### src/rtl/adder_seq_ctrl_pkg.sv
// Shared constants and FSM encoding for the nibble-serial add/subtract sequencer.
// State codes are fixed: IDLE=0, RUN=1, DONE=2.
package adder_seq_ctrl_pkg;

    localparam int NIBBLE_W = 4;

    typedef enum logic [1:0] {
        S_IDLE = 2'd0,
        S_RUN  = 2'd1,
        S_DONE = 2'd2
    } state_t;

endpackage

### src/rtl/adder_seq_ctrl_if.sv
// Requester-side bundle for the sequencer: start/done handshake, operands, results.
// The current FSM state is also exported for observation.
interface adder_seq_ctrl_if #(
    parameter int W = 16
);
    // Handshake: start is sampled only while busy=0 (IDLE or DONE). An accepted
    // start captures op_a/op_b/cin/sub. done pulses for one cycle when sum/cout/ovf
    // have just been updated. busy and done are never high together.
    logic         start;
    logic [W-1:0] op_a;
    logic [W-1:0] op_b;
    logic         cin;
    logic         sub;
    logic         busy;
    logic         done;
    logic [W-1:0] sum;
    logic         cout;
    logic         ovf;
    logic [1:0]   state_dbg;

    modport master (
        output start, op_a, op_b, cin, sub,
        input  busy, done, sum, cout, ovf, state_dbg
    );

    modport slave (
        input  start, op_a, op_b, cin, sub,
        output busy, done, sum, cout, ovf, state_dbg
    );

endinterface

### src/rtl/adder_nibble.sv
// Combinational 4-bit ripple-carry adder: {C4, F} = A + B + C0.
import adder_seq_ctrl_pkg::*;

module adder_nibble (
    input  logic [NIBBLE_W-1:0] a,
    input  logic [NIBBLE_W-1:0] b,
    input  logic                c0,
    output logic [NIBBLE_W-1:0] f,
    output logic                c4
);

    logic [NIBBLE_W:0] c;

    assign c[0] = c0;

    for (genvar i = 0; i < NIBBLE_W; i++) begin : g_bit
        assign f[i]   = a[i] ^ b[i] ^ c[i];
        assign c[i+1] = (a[i] & b[i]) | (c[i] & (a[i] ^ b[i]));
    end

    assign c4 = c[NIBBLE_W];

endmodule

### src/rtl/adder_seq_ctrl.sv
// Wide add/subtract done one nibble per cycle through a single 4-bit adder,
// LSB nibble first, with the inter-nibble carry held in a register.
import adder_seq_ctrl_pkg::*;

module adder_seq_ctrl #(
    parameter int NIBBLES = 4
) (
    input  logic             clk,
    input  logic             rst,
    adder_seq_ctrl_if.slave  bus
);

    localparam int W  = NIBBLE_W * NIBBLES;
    localparam int IW = $clog2(NIBBLES);
    localparam logic [IW-1:0] LAST_IDX = IW'(NIBBLES - 1);

    state_t                state;
    logic [W-1:0]          a_reg;
    logic [W-1:0]          b_reg;     // already inverted for subtract
    logic [W-1:0]          acc;
    logic                  carry;
    logic [IW-1:0]         idx;
    logic                  busy_q;
    logic                  done_q;
    logic [W-1:0]          sum_q;
    logic                  cout_q;
    logic                  ovf_q;

    logic [NIBBLE_W-1:0]   a_nib;
    logic [NIBBLE_W-1:0]   b_nib;
    logic [NIBBLE_W-1:0]   f_nib;
    logic                  c4;
    logic [W-1:0]          acc_next;
    logic                  accept;

    assign a_nib = a_reg[idx*NIBBLE_W +: NIBBLE_W];
    assign b_nib = b_reg[idx*NIBBLE_W +: NIBBLE_W];

    adder_nibble u_nibble (
        .a  (a_nib),
        .b  (b_nib),
        .c0 (carry),
        .f  (f_nib),
        .c4 (c4)
    );

    // Accumulator with this cycle's nibble merged in, so the last nibble can be
    // written straight into the result register.
    always_comb begin
        acc_next = acc;
        acc_next[idx*NIBBLE_W +: NIBBLE_W] = f_nib;
    end

    assign accept = bus.start && ((state == S_IDLE) || (state == S_DONE));

    always_ff @(posedge clk) begin
        if (rst) begin
            state  <= S_IDLE;
            a_reg  <= '0;
            b_reg  <= '0;
            acc    <= '0;
            carry  <= 1'b0;
            idx    <= '0;
            busy_q <= 1'b0;
            done_q <= 1'b0;
            sum_q  <= '0;
            cout_q <= 1'b0;
            ovf_q  <= 1'b0;
        end else begin
            done_q <= 1'b0;
            case (state)
                S_IDLE: ;
                S_RUN: begin
                    acc   <= acc_next;
                    carry <= c4;
                    if (idx == LAST_IDX) begin
                        sum_q  <= acc_next;
                        cout_q <= c4;
                        ovf_q  <= (a_reg[W-1] == b_reg[W-1]) && (f_nib[NIBBLE_W-1] != a_reg[W-1]);
                        busy_q <= 1'b0;
                        done_q <= 1'b1;
                        state  <= S_DONE;
                    end else begin
                        idx <= idx + 1'b1;
                    end
                end
                S_DONE:  state <= S_IDLE;
                default: state <= S_IDLE;
            endcase

            // A start seen in IDLE or DONE overrides the fall-back to IDLE above.
            if (accept) begin
                a_reg  <= bus.op_a;
                b_reg  <= bus.op_b ^ {W{bus.sub}};
                carry  <= bus.sub | bus.cin;
                acc    <= '0;
                idx    <= '0;
                busy_q <= 1'b1;
                state  <= S_RUN;
            end
        end
    end

    assign bus.busy      = busy_q;
    assign bus.done      = done_q;
    assign bus.sum       = sum_q;
    assign bus.cout      = cout_q;
    assign bus.ovf       = ovf_q;
    assign bus.state_dbg = state;

    a_busy_done_excl: assert property (@(posedge clk) disable iff (rst) !(busy_q && done_q));

endmodule

### src/flat_wrapper.sv
// flat-port wrapper written by rule: the top's interface ports become plain ports
module adder_seq_ctrl_flat 
#(
    parameter int NIBBLES = 4
)
  (clk, rst, bus_start, bus_op_a, bus_op_b, bus_cin, bus_sub, bus_busy, bus_done, bus_sum, bus_cout, bus_ovf, bus_state_dbg);
  adder_seq_ctrl_if #(.W((16))) bus_i ();
  input  logic clk;
  input  logic rst;
  input wire logic [$bits(bus_i.start)-1:0] bus_start;
  input wire logic [$bits(bus_i.op_a)-1:0] bus_op_a;
  input wire logic [$bits(bus_i.op_b)-1:0] bus_op_b;
  input wire logic [$bits(bus_i.cin)-1:0] bus_cin;
  input wire logic [$bits(bus_i.sub)-1:0] bus_sub;
  output wire logic [$bits(bus_i.busy)-1:0] bus_busy;
  output wire logic [$bits(bus_i.done)-1:0] bus_done;
  output wire logic [$bits(bus_i.sum)-1:0] bus_sum;
  output wire logic [$bits(bus_i.cout)-1:0] bus_cout;
  output wire logic [$bits(bus_i.ovf)-1:0] bus_ovf;
  output wire logic [$bits(bus_i.state_dbg)-1:0] bus_state_dbg;
  assign bus_i.start = bus_start;
  assign bus_i.op_a = bus_op_a;
  assign bus_i.op_b = bus_op_b;
  assign bus_i.cin = bus_cin;
  assign bus_i.sub = bus_sub;
  assign bus_busy = bus_i.busy;
  assign bus_done = bus_i.done;
  assign bus_sum = bus_i.sum;
  assign bus_cout = bus_i.cout;
  assign bus_ovf = bus_i.ovf;
  assign bus_state_dbg = bus_i.state_dbg;
  adder_seq_ctrl #(.NIBBLES(NIBBLES)) u_core (.clk(clk), .rst(rst), .bus(bus_i));
endmodule
### config.mk
export PLATFORM = sky130hd
export DESIGN_NAME = adder_seq_ctrl_flat
export DESIGN_NICKNAME = d
export VERILOG_FILES = /design/src/rtl/adder_seq_ctrl_pkg.sv /design/src/rtl/adder_seq_ctrl_if.sv /design/src/rtl/adder_nibble.sv /design/src/rtl/adder_seq_ctrl.sv /design/src/flat_wrapper.sv
export SDC_FILE = /design/constraint.sdc
export NUM_CORES = 1
export LEC_CHECK = 0
export CAP_MARGIN = 15
export CORE_MARGIN = 2
export CORE_UTILIZATION = 47
export DETAILED_ROUTE_END_ITERATION = 10
export GPL_TIMING_DRIVEN = 0
export HOLD_SLACK_MARGIN = 0.06
export PLACE_DENSITY = 0.73
export SYNTH_ARGS = -nofsm -noshare
export SYNTH_HDL_FRONTEND = slang
export SYNTH_SLANG_ARGS = --single-unit
export TNS_END_PERCENT = 50
### constraint.sdc
create_clock -name clk -period 3.5 [get_ports clk]
set_input_delay 0.35 -clock clk [delete_from_list [all_inputs] [get_ports clk]]
set_output_delay 0.35 -clock clk [all_outputs]
set_load 0.02 [all_outputs]
# After elaboration in Yosys (flattened, before gate mapping)
# Cells that the tools add are included.
[totals]
regBits = 73
out_inout_bits = 22
[op_classes]
addsub = 2
n_eq_ne = 8
shift = 4
mux = 10
bitwise = 25
reduce_logical = 13
[op_table]
columns = ["cell", "n"]
rows = [
  ["negator 4 -> 34 bit", 1],
  ["variable shift 4 x 34 -> 16 bit (first input constant)", 1],
  ["indexed part select 4 x 34 -> 16 bit", 1],
  ["indexed part select 16 x 5 -> 4 bit", 2],
  ["bitwise mux 16 bit", 1],
  ["bitwise XOR 16 bit", 1],
  ["AND reduction 2 bit", 5],
  ["bitwise AND 1 bit", 8],
  ["bitwise XOR 1 bit", 8],
  ["two-way mux 1 bit", 7],
  ["OR 1 bit", 5],
  ["equality test 2 bit (second input constant)", 2],
  ["!= test 2 x 1 -> 1 bit (second input constant)", 2],
  ["one-hot mux 2 bit (2 select lines)", 1],
  ["nonzero test 2 bit", 2],
  ["OR reduction 2 bit", 2],
  ["!= test 3 x 1 -> 1 bit (second input constant)", 1],
  ["NOT 1 bit", 3],
  ["adder 2 x 1 -> 2 bit (second input constant)", 1],
  ["equality test 2 x 1 -> 1 bit (second input constant)", 1],
  ["logical AND 1 bit", 2],
  ["logical NOT 2 bit", 1],
  ["two-way mux 2 bit", 1],
  ["equality test 1 bit", 1],
  ["2 further kinds", 2],
]

# Logic depth before layout (Yosys ltp)
# Gate-level depths: netlist (run 1).
[depth]
ltp_word = 12
mapped_depth = 13
mapped_depth_nobuf = 12

# Hierarchy
# From an unflattened synthesis (run 1), not the netlist that was laid out.
[hier_totals]
cells_unflattened = 364
area_unflattened_um2 = 3372.0
[by_module_without_submodules]
columns = ["module", "n_inst", "cells_per_inst", "area_each_um2", "seq_area_each_um2"]
rows = [
  ["adder_seq_ctrl", 1, 350, 3254.4, 1461.4],
  ["adder_nibble", 1, 14, 117.6, 0.0],
]

# Least setup slack after synthesis (run 1)
# OpenSTA, ideal clock, no wires.
[synth_path]
path_kind = "register -> register"
start = "register u_core.idx[0]"
end = "register u_core.sum_q[11], in the netlist u_core.bus.sum[11]"
setup_time_ns = 0.074
t_arrival_ns = 3.080
required_time_ns = 3.426
setup_slack_ns = 0.346
stages_incl_launch_ff = 14
path_cell_list = "dfxtp_1 buf_4 mux4_2 inv_1 fa_1 inv_1 fa_1 inv_1 fa_1 inv_1 fa_1 nor2b_1 a221oi_1 nor3_2"
[synth_between]
elab_chain_len = 11
elab_cells_between_ends = 25
cone_classes = "add/sub (1); eq/ne (1); shift (4); mux (1); bitwise (17); reduce/logical (1)"
[synth_rtl]
columns = ["item", "line_no", "text"]
rows = [
  ["from (decl)", "adder_seq_ctrl.sv:22", "logic [IW-1:0] idx;"],
  ["from (signal assigned)", "adder_seq_ctrl.sv:84", "idx <= idx + 1'b1;"],
  ["indexed part select 16 x 5 -> 4 bit, on equally long branches", "adder_seq_ctrl.sv:36, adder_seq_ctrl.sv:37", ""],
  ["bitwise XOR 1 bit", "adder_nibble.sv:17, adder_nibble.sv:18", ""],
  ["bitwise AND 1 bit", "adder_nibble.sv:18", "assign c[i+1] = (a[i] & b[i]) | (c[i] & (a[i] ^ b[i]));"],
  ["OR 1 bit", "adder_nibble.sv:18", ""],
  ["bitwise AND 1 bit", "adder_nibble.sv:18", ""],
  ["OR 1 bit", "adder_nibble.sv:18", ""],
  ["bitwise AND 1 bit", "adder_nibble.sv:18", ""],
  ["OR 1 bit", "adder_nibble.sv:18", ""],
  ["bitwise XOR 1 bit", "adder_nibble.sv:17", "assign f[i] = a[i] ^ b[i] ^ c[i];"],
  ["indexed part select 4 x 34 -> 16 bit", "adder_seq_ctrl.sv:51", "acc_next[idx*NIBBLE_W +: NIBBLE_W] = f_nib;"],
  ["bitwise mux 16 bit", "adder_seq_ctrl.sv:51", ""],
  ["to (signal assigned)", "adder_seq_ctrl.sv:77", "sum_q <= acc_next;"],
  ["to (decl)", "adder_seq_ctrl.sv:25", "logic [W-1:0] sum_q;"],
]
# Parallel ways exist; a longest one is shown, timed or not.
# A chain may end at the register's enable or synchronous reset.

# Worst setup path after layout (run 1)
[layout_path]
start = "register u_core.idx[0]"
end = "register u_core.sum_q[15], in the netlist u_core.bus.sum[15]"
# Same word-level chain as after synthesis.

==> results of run 1 <==
==> critical path: stages (launching register included) <==
cell,delay (ns)
dfxtp_2,0.41
buf_6,0.20
mux4_2,0.51
inv_1,0.11
fa_1,0.16
inv_1,0.04
fa_1,0.34
inv_1,0.07
fa_1,0.17
inv_1,0.05
fa_2,0.59
nor2b_4,0.28
a221oi_2,0.10
nor3_1,0.16
==> synthesized netlist by cell type (all sizes together) <==
cell    count
o21a        1
inv        16
buf        23
and4bb      1
and3b       3
nand2      34
xnor2      17
nand2b      2
nor2b       4
mux4        8
a221oi     16
ha          6
mux2i       2
a211oi     17
nor3b       1
and3        1
clkbuf      8
dfxtp      73
a32oi      16
nor2       61
nor3       16
fa          4
nand3b      6
a21oi      21
==> stage by stage <==
step,worst slack [ns],hold WS [ns]
finish,0.211,0.390
global route,0.00860,0.399
CTS,0.0710,0.385
detailed placement,-0.165,0.447
global placement,-0.111,0.439
floorplan,0.346,0.433
==> path summary, 6_finish.rpt <==
path	start	to	cells past startpoint
max	u_core.idx[0]	u_core.bus.sum[15]	13
min	bus_sub	u_core.b_reg[1]	3
max reg2reg	u_core.idx[0]	u_core.bus.sum[15]	13
min reg2reg	u_core.a_reg[12]	u_core.a_reg[12]	2
==> repair_timing <==
item | in CTS | in global routing
gates cloned | 0 | 0
hold buffers | 0 | 0
endpoints found under the setup margin | 6 | 6
resized for setup | 4 | 6
==> cells by family (layout without fill, tap and decap cells) <==
family                     count (synthesis)  in the layout  synth area share
DFF                                       73             73             0.436
xor gates and xnor gates                  17             17            0.0444
AOI/OAI and AO/OA                         71             71             0.157
and+or+nand+nor                          129            129             0.185
adders and majority gates                 10             10            0.0463
muxes                                     10             10            0.0597
buffers and inverters                     47            120            0.0720
==> cell type report <==
class / instances / area share
Sequential cell: 73 / 0.339
Tap cell: 96 / 0.0278
Clock buffer: 11 / 0.0351
Clock inverter: 5 / 0.0180
Timing Repair Buffer: 57 / 0.132
Multi-Input combinational cell: 237 / 0.390
Inverter: 16 / 0.0139
Buffer: 31 / 0.0444
==> placed cells by master, fill, tap and decap left out, drive strengths merged, types with 17 or more instances in the layout <==
master,netlist,final
xnor2,17,17
a21oi,21,21
clkdlybuf4s50,0,57
a211oi,17,17
dfxtp,73,73
buf,23,23
nand2,34,34
clkbuf,8,19
nor2,61,61
==> power by group <==
| group | switching, mW | total [mW] | internal (mW) |
|---|---|---|---|
| sequential | 0.0203 | 0.885 | 0.865 |
| combinational | 0.144 | 0.277 | 0.133 |
| clock | 0.305 | 0.743 | 0.438 |
| total | 0.469 | 1.90 | 1.44 |
==> layer usage <==
metal  vias to the layer above  part of all wire
met5                         -                 0
met3                        12             0.052
li1                       1385                 -
met2                        91              0.50
met1                      1287              0.43
met4                         0             0.016
==> impl_metrics.tcl, run 1 <==
set metrics [dict create \
    antenna_cells 0 \
    clkSinkCount 73 \
    critPathMaxFanout 10 \
    h-tree-depth 3 \
    via_count 2775 \
    post_synth_main_area_contributors "dfxtp_1 (44%), nor2_1 (6.8%), mux4_2 (5.4%), xnor2_1 (4.4%), a221oi_1 (4.2%)" \
    globalRouteOverflowTotal 0 \
    multiInputGateArea_sq_mm 0.00168 \
    power_density_mw_per_mm2 442 \
    dr.first_iter.drc_count 90 \
    setup_viol 0 \
    ys_ff_latch 73 \
    core-area_sq_mm 0.00687 \
    grt_use_met2 0.344 \
    cts_tree "built" \
    max_slew_margin 0.625 \
    worst_pin_slew_ns 0.563 \
    fin_worst_skew_ns 0.00714 \
    cts_root_buf "clkbuf_8" \
    start_kind "flip-flop" \
    place_area_sq_mm 0.00405 \
    path_clk_slew_ns 0.07 \
    dieHeight_um 88.5 \
    die_x_um 88.5 \
    ir_drop_mv 0.248 \
    stdcell_area_sq_mm 0.00431 \
    grt_util_all_layers 0.198 \
    wl_per_cell_um 14.1 \
    grtUsageMet1 0.238 \
    rrSetupSlack_ns 0.21 \
    grt_pass1_vias 2625 \
    instances_no_fill 526 \
    postSynthCellCount 357 \
    place.gp.congestion 0.835 \
    ios 59 \
    grt_pass1_wl_mm 11.9 \
    wl_mm 7.42 \
    drv_cap 0 \
    drive_above_1_share 0.151 \
    nNetsFinal 472 \
    fin_total_pwr_mw 1.90 \
    port_buffers 57 \
    synth.net_count 404 \
    yosysSeqAreaShare 0.436 \
    timing.fmax_mhz 304 \
    dpl.cell_count 510 \
    regArea_sq_mm 0.00146 \
    n_fill_cell 614 \
    critPathRequiredTime_ns 3.76 \
    grt_use_met3 0.0382 \
    syn_area_per_cell_sq_um 9.40 \
    leakage_nw 1.60 \
    final_util 0.628 \
    initial_utilization 0.488 \
    hp-class "in -> reg" \
    busiest_layer "met2" \
    antenna_found_initial 0 \
    dp_hpwl_mm 5.47 \
    first_pass_iters 4 \
    cts_buffers 9 \
    arrival_ns 3.55 \
    synth_top_area_frac 0.436 \
    crit_type "reg -> reg" \
    final_hold_viol_count 0 \
    synth_area_sq_mm 0.00335 \
    cts.path.max_buffers 2 \
    synth_cell_types 30 \
    drc 0 \
    clkLatencyLatePin_ns 0.34 \
    cp-end-kind "flip-flop" \
    drv_slew 0 \
    yosysWarningCount 0 \
    period_share 0.940 \
    vias_per_cell 5.28 \
    fp-row-count 30 \
    cts_post_setup_buffers_inserted 0 \
    grt_max_degree 13 \
    rsz0062_at_grt "false" \
    postRouteAntennaNets 0 \
    die-area_sq_mm 0.00783 \
    period_minus_slack_ns 3.29 \
    area_growth_pct 28.6 \
    tns_ns 0 \
    synth_top_cell_by_area "dfxtp_1" \
    status "complete, no violations" \
]
No activity file was read; power rests on OpenSTA's default activity.
==> run 2: changes to the inputs <==
- clock period: 3.5 -> 3.8 ns (I/O delays scaled with it)
==> impl_metrics.tcl, run 2 (synthesis results as in run 1) <==
set metrics [dict create \
    timing.fmax_mhz 283 \
    drv_slew 0 \
    cts_tree "built" \
    die-area_sq_mm 0.00783 \
    multiInputGateArea_sq_mm 0.00165 \
    tns_ns 0 \
    cts_buffers 9 \
    via_count 2753 \
    globalRouteOverflowTotal 0 \
    ctsHoldBuffers 0 \
    vias_per_cell 5.23 \
    r2r_cells 13 \
    status "complete, no violations" \
    cp-startpoint "u_core.idx[0]" \
    hp-class "in -> reg" \
    cts.path.max_buffers 2 \
    grt_max_degree 13 \
    wl_met1_mm 3.25 \
    timing.rr.start "u_core.idx[0]" \
    fp-row-count 30 \
    final_hold_viol_count 0 \
    h-tree-depth 3 \
    clkLatencyLatePin_ns 0.34 \
    regArea_sq_mm 0.00146 \
    nNetsFinal 472 \
    worstReg2RegEnd "u_core.bus.sum[15]" \
    p_comb_frac 0.143 \
    cp-end-kind "flip-flop" \
    drive_above_1_share 0.140 \
    worst_pin_slew_ns 0.567 \
    net-switching-power_uw 431 \
    setup_viol 0 \
    n_fill_cell 620 \
    final_common_cell "dfxtp_1" \
    rsz0062_at_grt "false" \
    wl_per_cell_um 14.0 \
    leakage_nw 1.59 \
    place.gp.congestion 0.835 \
    p_seq_frac 0.465 \
    core-area_sq_mm 0.00687 \
    internal_power_mw 1.32 \
    cts_root_buf "clkbuf_8" \
    initial_utilization 0.488 \
    clkSinkCount 73 \
    antenna_cells 0 \
    start_kind "flip-flop" \
    antenna_found_initial 0 \
    top_layer "met4" \
    grt_util_all_layers 0.197 \
    first_pass_iters 4 \
    path_clk_slew_ns 0.07 \
    port_buffers 57 \
    crit_type "reg -> reg" \
    period_minus_slack_ns 3.54 \
    pwr-share-clk 0.392 \
    die_x_um 88.5 \
    crit_path_end "u_core.bus.sum[15]" \
    ios 59 \
    met2_length_mm 3.65 \
    postRouteAntennaNets 0 \
    drv_cap 0 \
    max_slew_margin 0.622 \
    area_growth_pct 27.5 \
    power_density_mw_per_mm2 409 \
    dieHeight_um 88.5 \
    wl_mm 7.37 \
    period_share 0.931 \
    switching_share 0.246 \
    critPathMaxFanout 10 \
    final_cell_mix "dfxtp_1 (73), nor2_1 (61), clkdlybuf4s50_1 (57)" \
    arrival_ns 3.76 \
    dp_hpwl_mm 5.47 \
    wl_met3_um 335 \
    whs_ns 0.425 \
    grt_pass1_vias 2623 \
    dr.first_iter.drc_count 85 \
    critPathRequiredTime_ns 4.02 \
    ir_drop_mv 0.233 \
    grt_pass1_wl_mm 11.9 \
    rrSetupSlack_ns 0.26 \
    fin_worst_skew_ns 0.00769 \
    drc 0 \
]
[run 2: per-layer routing]
metal  global-route usage  vias to the layer above
li1                     -                     1384
met1                0.238                     1264
met2                0.342                       92
met3               0.0364                       13
met4               0.0895                        0
met5                    0                        -
[run 2: stage by stage]
stage	instance area [sq um]	std cells	total power, mW	setup slack (ns)	util
2_1_floorplan	3350	357	0.990	0.646	-
3_3_place_gp	4050	510	1.08	0.189	0.589
3_5_place_dp	4050	510	1.08	0.135	0.589
4_1_cts	4270	526	1.76	0.108	0.622
5_1_grt	4280	526	1.82	0.00851	0.623
6_report	4280	526	1.75	0.261	0.623
[run 2: area by class of cell]
class | instances | share of cell area
multi-input combinational | 237 | 0.387
buffer | 31 | 0.0424
clock buffer | 11 | 0.0354
timing repair buffer | 57 | 0.133
tap | 96 | 0.0281
clock inverter | 5 | 0.0181
sequential | 73 | 0.342
inverter | 16 | 0.0140
[run 2: power groups by stage]
stage	registers [mW]	logic (mW)	clock network [mW]
4_1_cts	0.814	0.251	0.696
5_1_grt	0.818	0.276	0.725
3_5_place_dp	0.832	0.251	0
6_report	0.815	0.250	0.686
3_3_place_gp	0.831	0.245	0
2_1_floorplan	0.829	0.161	0
[run 2: timing repair]
item | CTS | global route
gates resized for setup | 0 | 1
setup endpoints to repair | 0 | 6
setup buffers | 0 | 0
[run 2: how the worst min path moves through the flow]
stage | from | endpoint | slack [ns] | cells after the start
6_report | bus_sub | u_core.b_reg[0] | 0.42 | 3
5_1_grt | bus_sub | u_core.b_reg[5] | 0.43 | 3
4_1_cts | bus_sub | u_core.b_reg[0] | 0.42 | 3
3_5_place_dp | u_core.a_reg[2] | u_core.a_reg[2] | 0.45 | 2
3_3_place_gp | u_core.a_reg[3] | u_core.a_reg[3] | 0.44 | 2
2_1_floorplan | u_core.a_reg[10] | u_core.a_reg[10] | 0.43 | 2
[run 2: worst max-delay path, stage by stage, from the launching register on]
cell and delay [ns]:
dfxtp_1 0.46, buf_4 0.27, mux4_2 0.52, inv_1 0.11, fa_1 0.16, inv_1 0.04, fa_1 0.34, inv_1 0.07
fa_1 0.17, inv_1 0.05, fa_1 0.54, nor2b_2 0.25, a221oi_1 0.34, nor3_1 0.09
==> variant, RTL diff (config.mk and constraints of run 1) <==
Make the reset (`rst`) asynchronous in one clocked block.
--- a/src/rtl/adder_seq_ctrl.sv
+++ b/src/rtl/adder_seq_ctrl.sv
@@ -54,5 +54,5 @@
     assign accept = bus.start && ((state == S_IDLE) || (state == S_DONE));
 
-    always_ff @(posedge clk) begin
+    always_ff @(posedge clk or posedge rst) begin
         if (rst) begin
             state  <= S_IDLE;
Check against the original RTL: differs if rst is asserted again (counterexample within 4 cycles, from zero or initial values and one cycle with rst high); with rst held inactive, the same outputs for 10 cycles.
==> variant against run 1 <==
  * Global-route usage fell by 0.21 points
  * First-iteration DRC count up 19%
  * Area after synthesis up 4.2%
  * Sequential cell count unchanged
  * Design area is 3.3% higher
  * Critical path depth did not move
  * Maximum frequency fell by 1.3%
  * Wire length increased by 3.1%
  * Setup slack worse by 44 ps
Power is not compared: it rests on default switching activity, and its combinational part moved more than twofold at a synthesized area within 25%.
==> variant: results (changes against run 1) <==
[critical_path]
rr_endpoint=u_core.bus.ovf
crit_path_max_incr_delay_ps=490  ; -100 ps
r2r_slack_ps=170  ; -40 ps
cp.arrival_ps=3610  ; +60 ps
critPathSlowestCell=mux4_2
r2r-start=u_core.idx[0]

[status]
status=finished clean

[synthesis]
synth_area_leader_cell=dfrtp_1
muxShareOfSynthArea_pct=5.80  ; -0.17 points
ys_seq_area_share_pct=52.3  ; +8.7 points
synth_common_cells=dfrtp_1 (73), nand2_1 (66), a21oi_1 (21), nor2_1 (20), o21ai_0 (19)
synth_xor_area_share_pct=4.01  ; -0.43 points
synthAdderAreaFrac_pct=4.44  ; -0.19 points
synth_area_leaders=dfrtp_1 (52%), nand2_1 (7.1%), mux4_2 (5.2%)
synth_compound_area_share_pct=11.9  ; -3.8 points

[detailed_routing]
drt_iter0_markers=107  ; +19%
wl_um=7640  ; +3.1%
via_per_inst=5.16  ; -2.3%

[final_layout]
drive_gt1_share_pct=13.6  ; -1.6 points
num-fill-cells=603  ; -1.8%
final_nets=455  ; -3.6%

[placement]
placement.cell_area_mm2=0.00419  ; +3.6%
gp_congestion=0.798  ; -4.4%
dp_hpwl_um=5240  ; -4.2%

[timing]
worst_slew_pin_slew_ps=883  ; +321 ps
clock_skew_ps=7.22  ; +0.0830 ps

[global_route]
grt_max_degree=74  ; +61
grt_usage_pct=19.6  ; -0.21 points
grt_pass1_wl_um=12600  ; +5.8%
grt_pass1_vias=2524  ; -3.8%

[hold_path]
whs_endpoint=u_core.b_reg[15]

-- variant: cells by family after synthesis --
logic type / Yosys count
buf+inv: 35
xor+xnor: 16
flops: 73
compound gates: 66
mux: 10
simple gates: 123
fa+ha+maj: 10
-- variant: worst min-delay path: cells and delay by family --
kind	cells	cell delay (ps)
AO/OA/AOI/OAI	1	60
buffers and inverters	1	180
XOR/XNOR	1	160
-- variant: stage by stage --
step,hold WS (ps),setup slack (ps),setup TNS [ps],instances,utilization (%)
after floorplan,440,183,0,333,-
after global placement,453,-100,-100,489,58.1
after detailed placement,461,-163,-163,489,58.1
after CTS,431,49.1,0,506,61.0
after global routing,444,7.97,0,512,61.8
final,432,167,0,512,61.8
-- variant: worst max-delay path by stage --
stage	from	endpoint	slack, ps	cells past startpoint
after global placement	u_core.idx[1]	u_core.bus.ovf	-100	13
after floorplan	u_core.idx[0]	u_core.bus.ovf	180	13
after CTS	u_core.idx[0]	u_core.bus.ovf	50	13
after global routing	u_core.idx[0]	u_core.bus.ovf	8	13
final	u_core.idx[0]	u_core.bus.ovf	170	13
after detailed placement	u_core.idx[1]	u_core.bus.ovf	-160	13
-- variant: cell type report --
cell class | instances | area (um2) | share of cell area, %
well taps | 99 | 124 | 2.78
inverters | 13 | 51.3 | 1.15
plain buffers | 22 | 140 | 3.14
clock inverters | 3 | 40.0 | 0.898
flip-flops and latches | 73 | 1830 | 41.0
repair buffers | 64 | 623 | 14.0
multi-input cells | 225 | 1500 | 33.7
clock buffers | 13 | 149 | 3.34
-- variant: metal layers --
layer,part of all wire (%),GRT usage [%]
met2,50,32.6
met1,44,25.4
met5,0,0
met3,4.6,4.95
met4,1.3,6.03
-- variant: what timing repair did --
| action | in CTS | in global routing |
|---|---|---|
| setup buffers | 1 | 6 |
| endpoints found under the setup margin | 1 | 1 |
| pin swaps | 0 | 1 |
| hold endpoints to repair | 0 | 0 |
| gates resized for setup | 4 | 6 |
-- variant: power breakdown --
group | switching, mW | leakage (nW) | internal (mW)
logic | 1.29 | 0.988 | 1.15
clock network | 0.308 | 0.0974 | 0.347
registers | 0.218 | 0.918 | 1.23
